## src/rtl/uart_pkg.sv

```systemverilog
// Shared UART types and defaults for the TX path (and the RX side later).
// UART_TX_PARITY_EN widens the state encoding to make room for the PARITY state.
package uart_pkg;

  localparam int unsigned UART_WIDTH        = 8;
  localparam int unsigned UART_CLKS_PER_BIT = 16;

`ifdef UART_TX_PARITY_EN
  typedef enum logic [2:0] {
    IDLE   = 3'h0,
    START  = 3'h1,
    DATA   = 3'h2,
    STOP   = 3'h3,
    PARITY = 3'h4
  } tx_state_e;
`else
  typedef enum logic [1:0] {
    IDLE  = 2'h0,
    START = 2'h1,
    DATA  = 2'h2,
    STOP  = 2'h3
  } tx_state_e;
`endif

endpackage

```

## src/rtl/uart_baud_gen.sv

```systemverilog
// Bit-period timer: counts 0..CLKS_PER_BIT-1 while enabled and pulses bit_end
// for the one cycle in which the next edge wraps the count.
module uart_baud_gen #(
  parameter int unsigned CLKS_PER_BIT = 16
) (
  input  logic clk,
  input  logic reset_n,
  input  logic clear,
  input  logic enable,
  output logic bit_end
);

  localparam int unsigned CW = (CLKS_PER_BIT > 1) ? $clog2(CLKS_PER_BIT) : 1;
  localparam logic [CW-1:0] CNT_LAST = CW'(CLKS_PER_BIT - 1);
  localparam logic [CW-1:0] CNT_PRE  = CW'(CLKS_PER_BIT - 2);

  logic [CW-1:0] cnt;

  // bit_end is registered one count early so it lines up with the wrap edge
  always_ff @(posedge clk or negedge reset_n) begin
    if (!reset_n) begin
      cnt     <= '0;
      bit_end <= 1'b0;
    end else if (clear || !enable) begin
      cnt     <= '0;
      bit_end <= 1'b0;
    end else begin
      cnt     <= (cnt == CNT_LAST) ? '0 : cnt + CW'(1);
      bit_end <= (cnt == CNT_PRE);
    end
  end

endmodule

```

## src/rtl/uart_tx_async.sv

```systemverilog
// UART transmitter: start bit, WIDTH data bits LSB-first, stop bit.
// Define UART_TX_PARITY_EN to insert an even-parity bit before the stop bit.
module uart_tx_async
  import uart_pkg::*;
#(
  parameter int unsigned WIDTH        = UART_WIDTH,
  parameter int unsigned CLKS_PER_BIT = UART_CLKS_PER_BIT
) (
  input  logic             clk,
  input  logic             reset_n,
  input  logic [WIDTH-1:0] tx_data,
  input  logic             ld_tx_data,
  input  logic             tx_en,
  output logic             tx_out,
  output logic             tx_busy
);

  localparam int unsigned BW = (WIDTH > 1) ? $clog2(WIDTH) : 1;
  localparam logic [BW-1:0] BIT_LAST = BW'(WIDTH - 1);

  tx_state_e        state_q, state_d;
  logic [WIDTH-1:0] shift_q, shift_d;
  logic [BW-1:0]    bit_cnt_q, bit_cnt_d;
`ifdef UART_TX_PARITY_EN
  logic             parity_q, parity_d;
`endif
  logic             tx_out_d, tx_busy_d;
  logic             capture_c;
  logic             bit_end;

  assign capture_c = (state_q == IDLE) && tx_en && ld_tx_data;

  uart_baud_gen #(
    .CLKS_PER_BIT(CLKS_PER_BIT)
  ) u_baud (
    .clk     (clk),
    .reset_n (reset_n),
    .clear   (capture_c),
    .enable  (state_q != IDLE),
    .bit_end (bit_end)
  );

  // State and datapath registers; outputs are flopped from the next-state view
  always_ff @(posedge clk or negedge reset_n) begin
    if (!reset_n) begin
      state_q   <= IDLE;
      shift_q   <= '0;
      bit_cnt_q <= '0;
`ifdef UART_TX_PARITY_EN
      parity_q  <= 1'b0;
`endif
      tx_out    <= 1'b1;
      tx_busy   <= 1'b0;
    end else begin
      state_q   <= state_d;
      shift_q   <= shift_d;
      bit_cnt_q <= bit_cnt_d;
`ifdef UART_TX_PARITY_EN
      parity_q  <= parity_d;
`endif
      tx_out    <= tx_out_d;
      tx_busy   <= tx_busy_d;
    end
  end

  // Next state: capture in IDLE, advance one serial bit per bit_end
  always_comb begin
    state_d   = state_q;
    shift_d   = shift_q;
    bit_cnt_d = bit_cnt_q;
`ifdef UART_TX_PARITY_EN
    parity_d  = parity_q;
`endif
    case (state_q)
      IDLE: begin
        if (capture_c) begin
          state_d   = START;
          shift_d   = tx_data;
          bit_cnt_d = '0;
`ifdef UART_TX_PARITY_EN
          parity_d  = ^tx_data;
`endif
        end
      end
      START: begin
        if (bit_end) state_d = DATA;
      end
      DATA: begin
        if (bit_end) begin
          if (bit_cnt_q == BIT_LAST) begin
`ifdef UART_TX_PARITY_EN
            state_d = PARITY;
`else
            state_d = STOP;
`endif
          end else begin
            shift_d   = shift_q >> 1;
            bit_cnt_d = bit_cnt_q + BW'(1);
          end
        end
      end
`ifdef UART_TX_PARITY_EN
      PARITY: begin
        if (bit_end) state_d = STOP;
      end
`endif
      STOP: begin
        if (bit_end) state_d = IDLE;
      end
      default: state_d = IDLE;
    endcase
  end

  // Output decode of the upcoming state so the flops track the state register
  always_comb begin
    tx_out_d  = 1'b1;
    tx_busy_d = 1'b1;
    case (state_d)
      IDLE:    tx_busy_d = 1'b0;
      START:   tx_out_d  = 1'b0;
      DATA:    tx_out_d  = shift_d[0];
`ifdef UART_TX_PARITY_EN
      PARITY:  tx_out_d  = parity_d;
`endif
      STOP:    tx_out_d  = 1'b1;
      default: tx_busy_d = 1'b0;
    endcase
  end

endmodule

```

## config.mk

```make
export PLATFORM = sky130hd
export DESIGN_NAME = uart_tx_async
export DESIGN_NICKNAME = d
export VERILOG_FILES = /design/src/rtl/uart_pkg.sv /design/src/rtl/uart_baud_gen.sv /design/src/rtl/uart_tx_async.sv
export SDC_FILE = /design/constraint.sdc
export NUM_CORES = 1
export LEC_CHECK = 0
export CORE_MARGIN = 4
export CORE_UTILIZATION = 35
export CTS_BUF_LIST = sky130_fd_sc_hd__clkbuf_8
export CTS_CLUSTER_DIAMETER = 40
export CTS_CLUSTER_SIZE = 28
export DETAILED_ROUTE_END_ITERATION = 8
export GPL_TIMING_DRIVEN = 1
export PLACE_DENSITY_LB_ADDON = 0.08
export SLEW_MARGIN = 25
export SYNTH_ARGS = -nofsm -noshare
export SYNTH_HDL_FRONTEND = slang
export SYNTH_SLANG_ARGS = --single-unit
```

## constraint.sdc

```tcl
create_clock -name clk -period 4.25 [get_ports clk]
set_input_delay 0.425 -clock clk [delete_from_list [all_inputs] [get_ports clk]]
set_output_delay 0.425 -clock clk [all_outputs]
set_load 0.03 [all_outputs]
```

==> flow_summary.yaml, run 1 <==
worst_setup_path:
  arrival_ns: 1.42
  crit_type: "flop to output pin"
  worst_path_max_delay_cell: "clkdlybuf4s50_1"
  critPathBufInv: 1
  path_max_fanout: 1
  path_cells: "clkdlybuf4s50_1"
  critPathLaunchType: "flop"
  critPathCaptureType: "output pin"
  path_delay_family: "buffers and inverters"
  slowest_delay_ns: 0.65
  cp.required_ns: 3.83
route:
  ant_nets: 0
  drt-met1-wl_um: 823
  wl_met2_um: 694
  vias: 678
  wire_per_inst_um: 12.4
  routed_wl_um: 1640
  vias_per_cell: 5.14
  route.met3.wl_um: 90
  first_pass_iters: 4
  initialDrtViolationCount: 9
  topRoutingLayerUsed: "met4"
  drc: 0
synth:
  synth_top_family_by_area: "compound AO/OA/AOI/OAI gates"
  synth_ff_type: "dfrtp_1"
  ys_types: 32
  synth_mux_area_share_pct: 2.24
  yosys-top-cells-area: "dfrtp_1, ha_1, o21ai_0"
  syn_area_um2: 950
  ys_top_cells_by_count: "dfrtp_1, inv_1, o21ai_0"
  yosysTopAreaCell: "dfrtp_1"
  yosys_warnings: 0
  netlist_instances: 88
  synth.top_cell.area_share_pct: 50.1
  synth_nets: 104
  avgSynthCellArea_um2: 10.8
  yosysMostFrequentCell: "dfrtp_1"
  synth_fa_ha_area_share_pct: 5.27
  synth_compound_area_share_pct: 18.6
  synth_xor_area_share_pct: 1.84
  synth_edf_count: 0
  async_flop_share_pct: 100
  yosysSeqAreaShare_pct: 52.8
  yosys.area_share.simple_pct: 12.4
  ys_seq_elements: 20
global_route:
  antenna_found_initial: 0
  grt_overflow: 0
  grtUsageTotal_pct: 10.5
  grt_first_pass_wirelength_um: 2820
  grt_pass1_vias: 620
  grt_max_degree: 21
power:
  swShare_pct: 34.0
  p_seq_share_pct: 53.0
  p_int_mw: 0.433
  leakagePower_nw: 0.524
  ir_drop_uv: 257
  switchingPower_mw: 0.223
  power.density_mw_per_mm2: 574
  p_comb_share_pct: 28.1
  clkPwrFrac_pct: 18.9
clock_network:
  htree_num_levels: 1
  cts_root_buf: "clkbuf_8"
  post_cts.repair.setup_buffers: 0
  tritoncts: "yes"
  clkLatencyLatePin_ns: 0.25
  cts_max_path_buffers: 2
  clk_pin_slew_worst_paths_ns: 0.07
  post_cts_resized: 0
  cts_hold_buffers: 0
  clock_sinks: 20
  cts_made_buffers: 3
place:
  post-dp-hpwl_um: 1140
  io_buffer_count: 13
  post-place-cells: 128
  routabilityCongestion: 0.717
  dpl_cell_area_mm2: 0.00109
floorplan:
  die_x_um: 60.1
  fp-row-count: 18
  io_pins: 14
  die_y_um: 60.1
  coreArea_mm2: 0.00252
  die-area_mm2: 0.00361
  start_util_pct: 37.6
timing:
  tightest_slew_ns: 0.625
  setup_viol: 0
  max-slew-margin-rel_pct: 58.3
  setup-tns-final_ns: 0
  rsz0062_at_grt: "no"
  finalHoldViolCount: 0
  fin_crit_ns: 1.84
  fmax_ghz: 0.542
  final.period_utilization_pct: 43.4
  slew_viol_final: 0
  clock_skew_ns: 0.00625
layout:
  fin_area_mm2: 0.00114
  diodes: 0
  area_growth_pct: 20.3
  final_cell_count_no_fill: 132
  fillCellCount: 262
  drive_gt1_share_pct: 9.80
  nets: 119
min_path:
  min-delay-path-class: "input port to asynchronous set/reset pin"
run_status:
  outcome: "finished clean"
job:
  max_cap_viol_count: 0
==> path summary, 6_finish.rpt <==
check | end | startpoint | slack, ns | cells after the start
hold / removal | tx_busy$_DFF_PN0_ | reset_n | 0.10 | 1
max in group asynchronous | tx_out$_DFF_PN1_ | reset_n | 3.80 | 1
min in group clk | shift_q[7]$_DFFE_PN0P_ | shift_q[7]$_DFFE_PN0P_ | 0.51 | 1
hold reg to reg | shift_q[7]$_DFFE_PN0P_ | shift_q[7]$_DFFE_PN0P_ | 0.51 | 1
setup / recovery | tx_out | tx_out$_DFF_PN1_ | 2.41 | 1
setup reg to reg | bit_cnt_q[0]$_DFFE_PN0P_ | bit_cnt_q[0]$_DFFE_PN0P_ | 2.52 | 5
==> per-stage QoR <==
| stage | total power [mW] | hold WS [ns] | setup slack [ns] | util [%] |
|---|---|---|---|---|
| 2_1_floorplan | 0.476 | 0.129 | 2.66 | - |
| 3_3_place_gp | 0.532 | 0.493 | 1.93 | 43.4 |
| 3_5_place_dp | 0.533 | 0.493 | 1.89 | 43.4 |
| 4_1_cts | 0.660 | 0.510 | 2.16 | 45.1 |
| 5_1_grt | 0.714 | 0.140 | 2.34 | 45.3 |
| 6_report | 0.656 | 0.103 | 2.41 | 45.3 |
==> final cells by class <==
type	instances	area (um^2)	area share (%)
Inverter	11	41.3	3.61
Sequential cell	20	502	43.9
Tap cell	30	37.5	3.29
Multi-Input combinational cell	54	392	34.3
Clock buffer	3	41.3	3.61
Timing Repair Buffer	13	125	11.0
Clock inverter	1	3.75	0.329
==> state kept, by name, summed over array words and instances (netlist names) <==
register        count
state_q             2
u_baud.cnt          4
bit_cnt_q           3
tx_out              1
shift_q             8
u_baud.bit_end      1
tx_busy             1
==> per-layer routing <==
metal  GRT usage [%]  up-vias
met5               0        -
met4            4.75        0
met3            1.94        4
met2            15.3       17
met1            14.9      317
li1                -      340
==> kinds of logic after synthesis <==
| group | count (synthesis) |
|---|---|
| AO/OA/AOI/OAI | 27 |
| XOR/XNOR | 2 |
| adder cells (fa/ha/maj) | 4 |
| buffers and inverters | 14 |
| flip-flops | 20 |
| multiplexers | 2 |
| AND/OR/NAND/NOR | 19 |
==> power by group through the flow <==
stage               logic [mW]  clock network, mW  registers (mW)
finish                   0.184              0.124           0.348
global route             0.217              0.135           0.361
CTS                      0.187              0.128           0.344
detailed placement       0.186                  0           0.347
global placement         0.185                  0           0.346
floorplan                0.139                  0           0.337
==> layout by cell type, fill, tap and decap left out, types with 2 or more instances in the layout <==
master	count
dfrtp_1	19
inv_1	12
clkdlybuf4s50_1	12
o21ai_0	9
a22oi_1	6
nor2_1	5
a21oi_1	4
ha_1	4
nand2_1	3
clkbuf_8	3
nand3_1	2
xnor2_1	2
a22o_1	2
No activity file was read; power rests on OpenSTA's default activity.
==> inputs of run 2 (changes only) <==
clock period = 1.5 ns   (was 4.25 ns; I/O delays follow)
==> run 2 against run 1 <==
  * Sequential power grew to 2.7 times the previous value
  * Register-to-register slack worse by 2.5 ns
  * Clock-buffer cell count is 1 higher
  * Clock power grew to 3.3 times the previous value
  * Largest cell class unchanged
  * Sequential cell count stayed put
==> flow_summary.yaml, run 2 (synthesized netlist as in run 1, its figures left out) <==
run_status:
  outcome: "finished clean"
route:
  wire_per_inst_um: 13.0
  routed_wl_um: 1890
  vias_per_cell: 4.98
  initialDrtViolationCount: 39
  ant_nets: 0
  first_pass_iters: 4
  drc: 0
  vias: 722
layout:
  top_register: "shift_q"
  largest_reg_flops: 8
  nets: 132
  area_growth_pct: 34.0
  fillCellCount: 250
  diodes: 0
  final_cell_mix: "dfrtp_1, buf_4, clkdlybuf4s50_1, inv_1, a22oi_1"
  fin_area_mm2: 0.00127
  drive_gt1_share_pct: 21.7
  multi_input_comb_area_um2: 410
  final_common_cell: "dfrtp_1"
  register_area_um2: 502
  largestRegisters: "shift_q: 8 flops, u_baud.cnt: 4 flops, bit_cnt_q: 3 flops"
power:
  clkPwrFrac_pct: 20.0
  leakagePower_nw: 0.583
  switchingPower_mw: 0.670
  p_seq_share_pct: 47.3
  p_comb_share_pct: 32.7
  ir_drop_uv: 822
  power.density_mw_per_mm2: 1590
  swShare_pct: 33.1
  p_int_mw: 1.35
worst_setup_path:
  worst_path_max_delay_cell: "dfrtp_1"
  critPathLaunchType: "flop"
  crit_type: "flop to flop"
  critPathCaptureType: "flop"
  path_cells: "ha_2 -> ha_4 -> and4bb_4 -> nor2_4 -> mux2_4"
  arrival_ns: 1.64
  path_max_fanout: 5
  slowest_delay_ns: 0.39
  rrSetupSlack_ns: 0.004
  critPathBufInv: 0
  path_delay_family: "flip-flops"
  cp.required_ns: 1.64
global_route:
  grt_max_degree: 21
  antenna_found_initial: 0
  grt_first_pass_wirelength_um: 3230
  grt_overflow: 0
  grtUsageTotal_pct: 12.4
  grt_pass1_vias: 724
timing:
  tightest_slew_ns: 0.301
  rsz0062_at_grt: "yes"
  slew_viol_final: 0
  final.period_utilization_pct: 99.7
  clock_skew_ns: 0.00265
  fin_ws_ns: 0.00431
  max-slew-margin-rel_pct: 79.9
  hold_ws_ns: 0.220
  fin_crit_ns: 1.50
  finalHoldViolCount: 0
  fmax_ghz: 0.669
  setup_viol: 0
floorplan:
  die_y_um: 60.1
  die-area_mm2: 0.00361
  fp-row-count: 18
  die_x_um: 60.1
  io_pins: 14
  start_util_pct: 37.6
  coreArea_mm2: 0.00252
clock_network:
  clk_pin_slew_worst_paths_ns: 0.07
  cts_max_path_buffers: 2
  clock_sinks: 20
  htree_num_levels: 1
  cts_hold_buffers: 0
  clkLatencyLatePin_ns: 0.25
  cts_root_buf: "clkbuf_8"
  tritoncts: "yes"
  cts_made_buffers: 3
place:
  dpl_cell_area_mm2: 0.00119
  post-place-ws_ns: -0.0147
  routabilityCongestion: 0.714
  post-dp-hpwl_um: 1400
  io_buffer_count: 13
job:
  max_cap_viol_count: 0
min_path:
  min-delay-path-class: "input port to asynchronous set/reset pin"
==> run 2: cell count changes in the layout (fill, tap and decap cells not counted), moves of 2 or more <==
cell	delta
ha_1	-2
buf_4	+13
o21ai_0	-5
o21ai_1	+5
==> run 2: cell type report <==
| cell class | instances | area share [%] |
|---|---|---|
| clock buffer | 4 | 4.33 |
| inverter | 11 | 3.24 |
| multi-input combinational | 54 | 32.3 |
| sequential | 20 | 39.4 |
| tap | 30 | 2.95 |
| timing repair buffer | 26 | 17.8 |
==> run 2: worst reg2reg max path: stages (launching register included) <==
cell and delay [ns]:
dfrtp_1 0.39, ha_2 0.20, ha_4 0.15, and4bb_4 0.34, nor2_4 0.05, mux2_4 0.25
==> run 2: repair_timing <==
action / 4_1_cts / 5_1_grt
setup endpoints to repair: 2 / 9
resized for setup: 4 / 5
buffers inserted: 2 / 0
pin swaps: 2 / 2
==> run 2: power by group through the flow <==
| stage | clock [mW] | combinational (mW) | sequential (mW) |
|---|---|---|---|
| after floorplan | 0 | 0.397 | 0.962 |
| after global routing | 0.449 | 0.752 | 0.989 |
| final | 0.405 | 0.660 | 0.956 |
| after detailed placement | 0 | 0.647 | 0.963 |
| after global placement | 0 | 0.637 | 0.958 |
| after CTS | 0.418 | 0.659 | 0.955 |
==> run 2: path summary, 6_finish.rpt <==
| path | start | depth (start not counted) | end |
|---|---|---|---|
| setup / recovery | bit_cnt_q[0]$_DFFE_PN0P_ | 5 | bit_cnt_q[0]$_DFFE_PN0P_ |
| hold / removal | reset_n | 2 | state_q[1]$_DFF_PN0_ |
| setup reg to reg | bit_cnt_q[0]$_DFFE_PN0P_ | 5 | bit_cnt_q[0]$_DFFE_PN0P_ |
| hold reg to reg | shift_q[7]$_DFFE_PN0P_ | 1 | shift_q[7]$_DFFE_PN0P_ |
| max in group asynchronous | reset_n | 2 | tx_out$_DFF_PN1_ |
| min in group clk | tx_data[7] | 2 | shift_q[7]$_DFFE_PN0P_ |
==> run 2: layer usage <==
metal | GRT usage, % | part of all wire (%) | up-vias
met5 | 0 | 0 | -
met3 | 2.59 | 4.9 | 2
met2 | 19.0 | 44 | 14
met4 | 6.65 | 1.0 | 0
met1 | 16.3 | 50 | 340
li1 | - | - | 366
==> run 2: metrics by stage <==
stage / std cells / TNS [ns] / total power [mW] / utilization [%]
2_1_floorplan: 88 / -0.0263 / 1.36 / -
3_3_place_gp: 139 / 0 / 1.59 / 47.2
3_5_place_dp: 139 / -0.0147 / 1.61 / 47.2
4_1_cts: 145 / -0.0158 / 2.03 / 50.4
5_1_grt: 145 / -0.169 / 2.19 / 50.4
6_report: 145 / 0 / 2.02 / 50.4
